### config.mk
export PLATFORM = sky130hd
export DESIGN_NAME = arb_4ch_ctrl
export DESIGN_NICKNAME = d
export VERILOG_FILES = /design/src/rtl/arb_4ch_ctrl.sv
export SDC_FILE = /design/constraint.sdc
export NUM_CORES = 1
export LEC_CHECK = 0
export BUFFER_PORTS_ARGS = -buffer_cell sky130_fd_sc_hd__buf_2
export CAP_MARGIN = 5
export CORE_MARGIN = 1.5
export CORE_UTILIZATION = 40
export CTS_CLUSTER_DIAMETER = 120
export CTS_CLUSTER_SIZE = 10
export DETAILED_ROUTE_END_ITERATION = 8
export HOLD_SLACK_MARGIN = 0.05
export SLEW_MARGIN = 10
export SYNTH_ARGS = -nofsm -noshare
export SYNTH_HDL_FRONTEND = slang
export SYNTH_SLANG_ARGS = --single-unit
### constraint.sdc
create_clock -name clk -period 2.15 [get_ports clk]
set_input_delay 0.3225 -clock clk [delete_from_list [all_inputs] [get_ports clk]]
set_output_delay 0.3225 -clock clk [all_outputs]
set_load 0.005 [all_outputs]
### src/rtl/arb_4ch_ctrl.sv
`default_nettype none
// ============================================================================
// Module      : arb_4ch_ctrl
// Description : Four-requester arbiter with bounded grant hold, one-cycle gap
//               between grants and timeout pulse on hold expiry. The winner
//               policy is fixed priority (req[3] highest) by default;
//               defining ARB_ROUND_ROBIN_EN selects round-robin.
// Revision    : 1.0 - initial release
// ============================================================================
module arb_4ch_ctrl #(
    parameter int unsigned MAX_HOLD = 8
) (
    input  logic       clk,
    input  logic       rst,
    input  logic [3:0] req,
    input  logic       done,
    output logic [3:0] grant,
    output logic [1:0] grant_id,
    output logic       busy,
    output logic       timeout
);

    typedef enum logic [1:0] {
        S_IDLE = 2'd0,
        S_HOLD = 2'd1,
        S_GAP  = 2'd2
    } state_t;

    localparam logic [7:0] c_last_cnt = 8'(MAX_HOLD - 1);

    state_t     r_state, w_state_nxt;
    logic [3:0] r_grant, w_grant_nxt;
    logic [1:0] r_grant_id, w_grant_id_nxt;
    logic       r_busy, w_busy_nxt;
    logic       r_timeout, w_timeout_nxt;
    logic [7:0] r_cnt, w_cnt_nxt;
    logic [1:0] w_winner;
    logic       w_expire;
    logic       w_lost;
    logic       w_exit;

`ifdef ARB_ROUND_ROBIN_EN
    logic [1:0] r_last_id, w_last_id_nxt;
    logic       w_found;

    // Search begins one past the previous winner; offset 4 wraps back to it.
    always_comb begin
        w_winner = 2'd0;
        w_found  = 1'b0;
        for (int k = 1; k <= 4; k++) begin
            if (!w_found && req[r_last_id + 2'(k)]) begin
                w_winner = r_last_id + 2'(k);
                w_found  = 1'b1;
            end
        end
    end
`else
    always_comb begin
        if (req[3])      w_winner = 2'd3;
        else if (req[2]) w_winner = 2'd2;
        else if (req[1]) w_winner = 2'd1;
        else             w_winner = 2'd0;
    end
`endif

    assign w_expire = (r_cnt == c_last_cnt);
    assign w_lost   = ~req[r_grant_id];
    assign w_exit   = done | w_lost | w_expire;

    always_comb begin
        w_state_nxt    = r_state;
        w_grant_nxt    = r_grant;
        w_grant_id_nxt = r_grant_id;
        w_busy_nxt     = r_busy;
        w_timeout_nxt  = 1'b0;
        w_cnt_nxt      = r_cnt;
`ifdef ARB_ROUND_ROBIN_EN
        w_last_id_nxt  = r_last_id;
`endif
        case (r_state)
            S_IDLE: begin
                if (req != 4'b0000) begin
                    w_state_nxt    = S_HOLD;
                    w_grant_nxt    = 4'b0001 << w_winner;
                    w_grant_id_nxt = w_winner;
                    w_busy_nxt     = 1'b1;
                    w_cnt_nxt      = 8'd0;
`ifdef ARB_ROUND_ROBIN_EN
                    w_last_id_nxt  = w_winner;
`endif
                end
            end
            S_HOLD: begin
                if (w_exit) begin
                    // Timeout only when expiry is the sole reason to leave.
                    w_state_nxt   = S_GAP;
                    w_grant_nxt   = 4'b0000;
                    w_busy_nxt    = 1'b0;
                    w_timeout_nxt = w_expire & ~done & ~w_lost;
                    w_cnt_nxt     = 8'd0;
                end else begin
                    w_cnt_nxt = r_cnt + 8'd1;
                end
            end
            S_GAP: begin
                w_state_nxt = S_IDLE;
            end
            default: begin
                w_state_nxt = S_IDLE;
                w_grant_nxt = 4'b0000;
                w_busy_nxt  = 1'b0;
            end
        endcase
    end

    always_ff @(posedge clk) begin
        if (rst) begin
            r_state    <= S_IDLE;
            r_grant    <= 4'b0000;
            r_grant_id <= 2'b00;
            r_busy     <= 1'b0;
            r_timeout  <= 1'b0;
            r_cnt      <= 8'd0;
`ifdef ARB_ROUND_ROBIN_EN
            r_last_id  <= 2'b11;
`endif
        end else begin
            r_state    <= w_state_nxt;
            r_grant    <= w_grant_nxt;
            r_grant_id <= w_grant_id_nxt;
            r_busy     <= w_busy_nxt;
            r_timeout  <= w_timeout_nxt;
            r_cnt      <= w_cnt_nxt;
`ifdef ARB_ROUND_ROBIN_EN
            r_last_id  <= w_last_id_nxt;
`endif
        end
    end

    assign grant    = r_grant;
    assign grant_id = r_grant_id;
    assign busy     = r_busy;
    assign timeout  = r_timeout;

endmodule
`default_nettype wire

==> results of run 1 <==
==> critical path, stage by stage (launching register included) <==
cell      delay, ns
dfxtp_1        0.34
or4_4          0.55
nor3_1         0.19
or3b_1         0.39
a311oi_2       0.16
==> power breakdown <==
| part | switching, mW | internal (mW) | leakage (nW) | total, mW |
|---|---|---|---|---|
| clock | 0.110 | 0.103 | 0.0210 | 0.213 |
| sequential | 0.0188 | 0.349 | 0.146 | 0.368 |
| combinational | 0.0689 | 0.0468 | 0.218 | 0.116 |
==> logic make-up (layout without fill, tap and decap cells) <==
group	Yosys count	in the layout	share of synthesized area [%]
buffers and inverters	7	21	4.48
adder cells (fa/ha/maj)	1	1	1.36
multiplexers	2	2	2.17
flip-flops	18	18	39.1
XOR/XNOR	6	6	5.70
AND/OR/NAND/NOR	36	36	21.2
AO/OA/AOI/OAI	28	28	26.1
==> synthesized netlist by cell type, drive strengths merged (3+ instances only) <==
cell      n
dfxtp    18
nor2     11
a21oi     7
xor2      6
nand2     5
a311oi    4
nand2b    4
nor3      4
o2111ai   4
inv       3
or4       3
==> per-layer routing <==
metal  wire [um]  GRT usage, %  vias up  part of all wire [%]
met3          77          2.63        4                   4.1
met2         843          23.8       23                    45
met4          25          7.21        0                   1.3
met5           0             0        -                     0
met1         923          20.2      352                    49
li1            -             -      398                     -
==> per-stage QoR <==
step / hold slack [ns] / instances / power, mW / worst slack, ns
2_1_floorplan: 0.467 / 98 / 0.457 / 0.581
4_1_cts: 0.362 / 140 / 0.698 / 0.389
5_1_grt: 0.375 / 140 / 0.724 / 0.258
6_report: 0.360 / 140 / 0.697 / 0.384
3_5_place_dp: 0.489 / 136 / 0.491 / 0.369
3_3_place_gp: 0.479 / 136 / 0.490 / 0.382
==> worst max path at each step <==
stage                to  slack, ns  depth (start not counted)
3_5_place_dp   grant[3]       0.37                          5
6_report       grant[0]       0.38                          4
3_3_place_gp   grant[3]       0.38                          5
5_1_grt        grant[2]       0.26                          4
2_1_floorplan  r_cnt[2]       0.58                          4
4_1_cts        grant[0]       0.39                          4
==> flip-flops by register name, summed over array words and instances (netlist names) <==
signal,cells
busy,1
grant_id,2
grant,4
r_state,2
timeout,1
r_cnt,8
==> cell type report <==
cell class | count | area, sq um | share of cell area, %
Multi-Input combinational cell | 73 | 520 | 50.4
Sequential cell | 18 | 360 | 34.9
Timing Repair Buffer | 14 | 70.1 | 6.78
Clock buffer | 4 | 36.3 | 3.51
Tap cell | 28 | 35.0 | 3.39
Inverter | 3 | 11.3 | 1.09
==> flow_metrics.env, run 1 <==
export IMPL_syn_num_nets=106
export IMPL_hold_depth=3
export IMPL_rows=17
export IMPL_worstHoldStart="req[3]"
export IMPL_postRouteAntennaNets=0
export IMPL_synth_async_reset_ratio_pct=0
export IMPL_drc=0
export IMPL_whs_endpoint="grant[3]"
export IMPL_coreArea_sq_mm=0.00219
export IMPL_rrSetupSlack_ns=0.38
export IMPL_avgSynthCellArea_sq_um=9.41
export IMPL_wire_per_inst_um=13.4
export IMPL_stdcell_area_sq_mm=0.00103
export IMPL_postLayoutCoreUtil_pct=47.2
export IMPL_ys_warn_count=0
export IMPL_die_area_sq_mm=0.00260
export IMPL_ir_drop_v=0.000298
export IMPL_cts_made_buffers=3
export IMPL_htreeDepth=1
export IMPL_synth_top_area_share_pct=39.1
export IMPL_worstReg2RegEnd="grant[0]"
export IMPL_final_cell_mix="dfxtp_1, buf_2, nor2_1"
export IMPL_antenna_found_initial=0
export IMPL_maxSlewViolCount=0
export IMPL_clkTransAtPathRegs_ns=0.11
export IMPL_synth_edff_count=0
export IMPL_clock_skew_ns=0.00261
export IMPL_n_fill_cell=213
export IMPL_grt_setup_unrepaired="no"
export IMPL_drtIter0Drc=21
export IMPL_tns_ns=0
export IMPL_cts_buffer_depth=2
export IMPL_final_common_cell="dfxtp_1"
export IMPL_yosys_most_used_dff="dfxtp_1"
export IMPL_tightest_slew_ns=0.619
export IMPL_r2r_cells=4
export IMPL_ctsHoldBuffers=0
export IMPL_area_growth_pct=12.1
export IMPL_grt_pass1_wl_mm=2.97
export IMPL_fp_dieH_um=51.0
export IMPL_dp_hpwl_mm=1.37
export IMPL_cap_violations=0
export IMPL_cts_root_buf="clkbuf_4"
export IMPL_dpl_cell_area_sq_um=997
export IMPL_clock_latency_ns=0.29
export IMPL_num_antenna_cells=0
export IMPL_grt_remaining_overflow=0
export IMPL_startpoint="r_cnt[5]"
export IMPL_cp_arrival_ns=1.93
export IMPL_start_util_pct=42.1
export IMPL_powerDensity_mw_per_mm2=674
export IMPL_status="finished clean"
export IMPL_nNetsFinal=121
export IMPL_finalCritPeriodShare_pct=82.1
export IMPL_io_buffers=14
export IMPL_cts_setup_buffers=0
export IMPL_via_per_inst=5.55
export IMPL_gp_congestion=0.777
export IMPL_cts_repair_resized=0
export IMPL_ys_seq_area_share_pct=39.1
export IMPL_drt_total_wl_mm=1.87
export IMPL_synthDistinctLibCells=35
export IMPL_grt_max_degree=16
export IMPL_first_global_vias=670
export IMPL_layout_drive_gt1_share_pct=25.9
export IMPL_syn_area_sq_um=922
export IMPL_start_kind="flip-flop"
export IMPL_r2r_start="r_cnt[5]"
export IMPL_grt_usage_pct=15.2
export IMPL_synthCells=98
export IMPL_cts_sinks=18
export IMPL_slew_limit_headroom_pct=58.4
export IMPL_crit_fanout=8
export IMPL_synth_area_leader_cell="dfxtp_1"
export IMPL_cts_tree="yes"
export IMPL_synth_area_leaders="dfxtp_1, a311oi_2, xor2_1"
export IMPL_min_period_ns=1.77
export IMPL_cp_end_kind="flip-flop"
export IMPL_fmax_ghz=0.566
export IMPL_yosys_register_bits=18
export IMPL_crit_type="reg2reg"
export IMPL_leakage_nw=0.385
export IMPL_finalHoldViolCount=0
export IMPL_die_x_um=51.0
export IMPL_drt_first_pass_iters=4
export IMPL_finalSetupViolCount=0
export IMPL_vias=777
export IMPL_io_pins=15
export IMPL_worstPathRequired_ns=2.31
export IMPL_hold_path_class="in2reg"
Note: power is estimated with default switching activity, not from simulation.
==> inputs of run 2 (changes only) <==
Settings changed: ABC_AREA from default to 1.
Clock period 2.15 ns to 1.5 ns, I/O delays scaled along.
==> run 2 against run 1 <==
- utilization grew 1.4 points
- sequential cell count is the same
- clock skew grew 0.010 ns
- synthesized area shrank 0.95%
- final cell count grew 21%
- power grew 50%
- die area shrank 0.90%
- cell area grew 3.0%
- clock power grew 42%
- global-route usage grew 1.2 points
- routed wire length shrank 5.4%
- fmax grew 30%
- critical endpoint is now r_cnt[0]
- highest routed layer unchanged
==> flow_metrics.env, run 2 <==
export IMPL_antenna_found_initial=0
export IMPL_cts_root_buf="clkbuf_4"
export IMPL_regMostFlops="r_cnt"
export IMPL_wire_per_inst_um=10.5
export IMPL_dp_hpwl_mm=1.36
export IMPL_yosys_register_bits=18
export IMPL_worst_slack_ns=0.137
export IMPL_htreeDepth=1
export IMPL_powerDensity_mw_per_mm2=982
export IMPL_holdWs_ns=0.194
export IMPL_postLayoutCoreUtil_pct=48.6
export IMPL_ctsHoldBuffers=0
export IMPL_coreArea_sq_mm=0.00219
export IMPL_netlist_top_cells_count="nand2_1, dfxtp_1, a21oi_1"
export IMPL_syn_num_nets=132
export IMPL_synthCells=124
export IMPL_crit_type="reg2reg"
export IMPL_start_util_pct=41.7
export IMPL_start_kind="flip-flop"
export IMPL_fp_dieH_um=50.8
export IMPL_min_period_ns=1.36
export IMPL_status="finished clean"
export IMPL_cts_buffer_depth=2
export IMPL_yosys_most_used_dff="dfxtp_1"
export IMPL_cts_sinks=18
export IMPL_die_area_sq_mm=0.00258
export IMPL_clock_latency_ns=0.30
export IMPL_leakage_nw=0.469
export IMPL_fin_cells=169
export IMPL_maxSlewViolCount=0
export IMPL_vias=824
export IMPL_final_cell_mix="nand2_1, dfxtp_1, buf_2"
export IMPL_grt_max_degree=13
export IMPL_place_ws_ns=0.113
export IMPL_hold_depth=4
export IMPL_num_antenna_cells=0
export IMPL_drt_total_wl_mm=1.77
export IMPL_ys_warn_count=0
export IMPL_cts_made_buffers=3
export IMPL_grt_usage_pct=16.4
export IMPL_via_per_inst=4.88
export IMPL_slew_limit_headroom_pct=82.4
export IMPL_cap_violations=0
export IMPL_clkTransAtPathRegs_ns=0.11
export IMPL_io_buffers=14
export IMPL_fmax_ghz=0.734
export IMPL_ir_drop_v=0.000488
export IMPL_grt_pass1_wl_mm=3.19
export IMPL_cp_arrival_ns=1.56
export IMPL_synth_area_leaders="dfxtp_1, nand2_1, a21oi_1"
export IMPL_synth_area_leader_cell="dfxtp_1"
export IMPL_final_common_cell="nand2_1"
export IMPL_tns_ns=0
export IMPL_first_global_vias=750
export IMPL_postRouteAntennaNets=0
export IMPL_largest_reg_flops=8
export IMPL_finalHoldViolCount=0
export IMPL_rows=17
export IMPL_die_x_um=50.8
export IMPL_nNetsFinal=150
export IMPL_synth_top_area_share_pct=39.5
export IMPL_gp_congestion=0.817
export IMPL_cp_end_kind="flip-flop"
export IMPL_synth_async_reset_ratio_pct=0
export IMPL_finalSetupViolCount=0
export IMPL_synth_most_common_cell="nand2_1"
export IMPL_grt_setup_unrepaired="yes"
export IMPL_ys_seq_area_share_pct=39.5
export IMPL_synthDistinctLibCells=26
export IMPL_syn_area_sq_um=913
export IMPL_crit_fanout=5
export IMPL_drc=0
export IMPL_n_fill_cell=209
export IMPL_finalCritPeriodShare_pct=90.9
export IMPL_drtIter0Drc=13
export IMPL_drt_first_pass_iters=4
export IMPL_tightest_slew_ns=0.263
export IMPL_hold_path_class="in2reg"
export IMPL_synth_edff_count=0
export IMPL_cts_setup_buffers=0
export IMPL_cts_tree="yes"
export IMPL_io_pins=15
export IMPL_worstPathRequired_ns=1.70
export IMPL_grt_remaining_overflow=0
export IMPL_dp_cells=165
export IMPL_layout_drive_gt1_share_pct=27.7
export IMPL_avgSynthCellArea_sq_um=7.37
export IMPL_r2r_cells=7
export IMPL_area_growth_pct=16.6
export IMPL_clock_skew_ns=0.0127
run 2: cell types whose count changed after synthesis, sizes merged, moves of 4 or more:
cell / before / now
a21oi: 7 / 14
a311oi: 4 / 0
inv: 3 / 17
nand2: 5 / 33
nand2b: 4 / 0
nand3: 2 / 12
o2111ai: 4 / 0
xor2: 6 / 0
run 2: area by class of cell:
class,instances,area (sq um),share of cell area (%)
multi-input cells,88,497,46.7
flip-flops and latches,18,360,33.8
repair buffers,14,70.1,6.58
inverters,17,66.3,6.23
clock buffers,4,36.3,3.41
well taps,28,35.0,3.29
run 2: worst max-delay path, cell delays in order, from the launching register on:
cell,delay [ns]
dfxtp_1,0.38
ha_1,0.20
nand2_2,0.08
nor2_1,0.11
nand2_1,0.10
nand4_2,0.16
inv_1,0.07
o21a_1,0.16
run 2: where the power goes:
part           switching (mW)  internal (mW)  leakage, nW
clock                   0.153          0.148       0.0210
sequential             0.0232          0.504        0.147
combinational           0.140         0.0770        0.301
run 2: logic make-up after synthesis:
family | synth area share [%]
AOI/OAI and AO/OA | 12.7
buffers and inverters | 7.67
DFF | 39.5
adders and majority gates | 1.37
and+or+nand+nor | 38.8
run 2: final timing paths:
kind	start	to	slack [ns]
setup / recovery	r_cnt[0]	r_cnt[0]	0.14
hold / removal	done	timeout	0.19
setup reg to reg	r_cnt[0]	r_cnt[0]	0.14
hold reg to reg	grant[2]	grant[2]	0.46
run 2: layer usage:
metal	routed length [um]	vias to the layer above	track usage, %
li1	-	444	-
met1	900	363	22.6
met2	772	12	24.6
met3	47	5	2.08
met4	49	0	9.46
met5	0	-	0
run 2: per-stage QoR:
stage,area (sq um),total power [mW]
3_5_place_dp,1010,0.750
2_1_floorplan,913,0.692
4_1_cts,1050,1.06
5_1_grt,1060,1.11
6_report,1060,1.05
3_3_place_gp,1010,0.749
run 2: what timing repair did:
item                                   in CTS  in global routing
endpoints found under the hold margin       0                  0
setup endpoints to repair                   0                 12
gates resized for setup                     0                  3
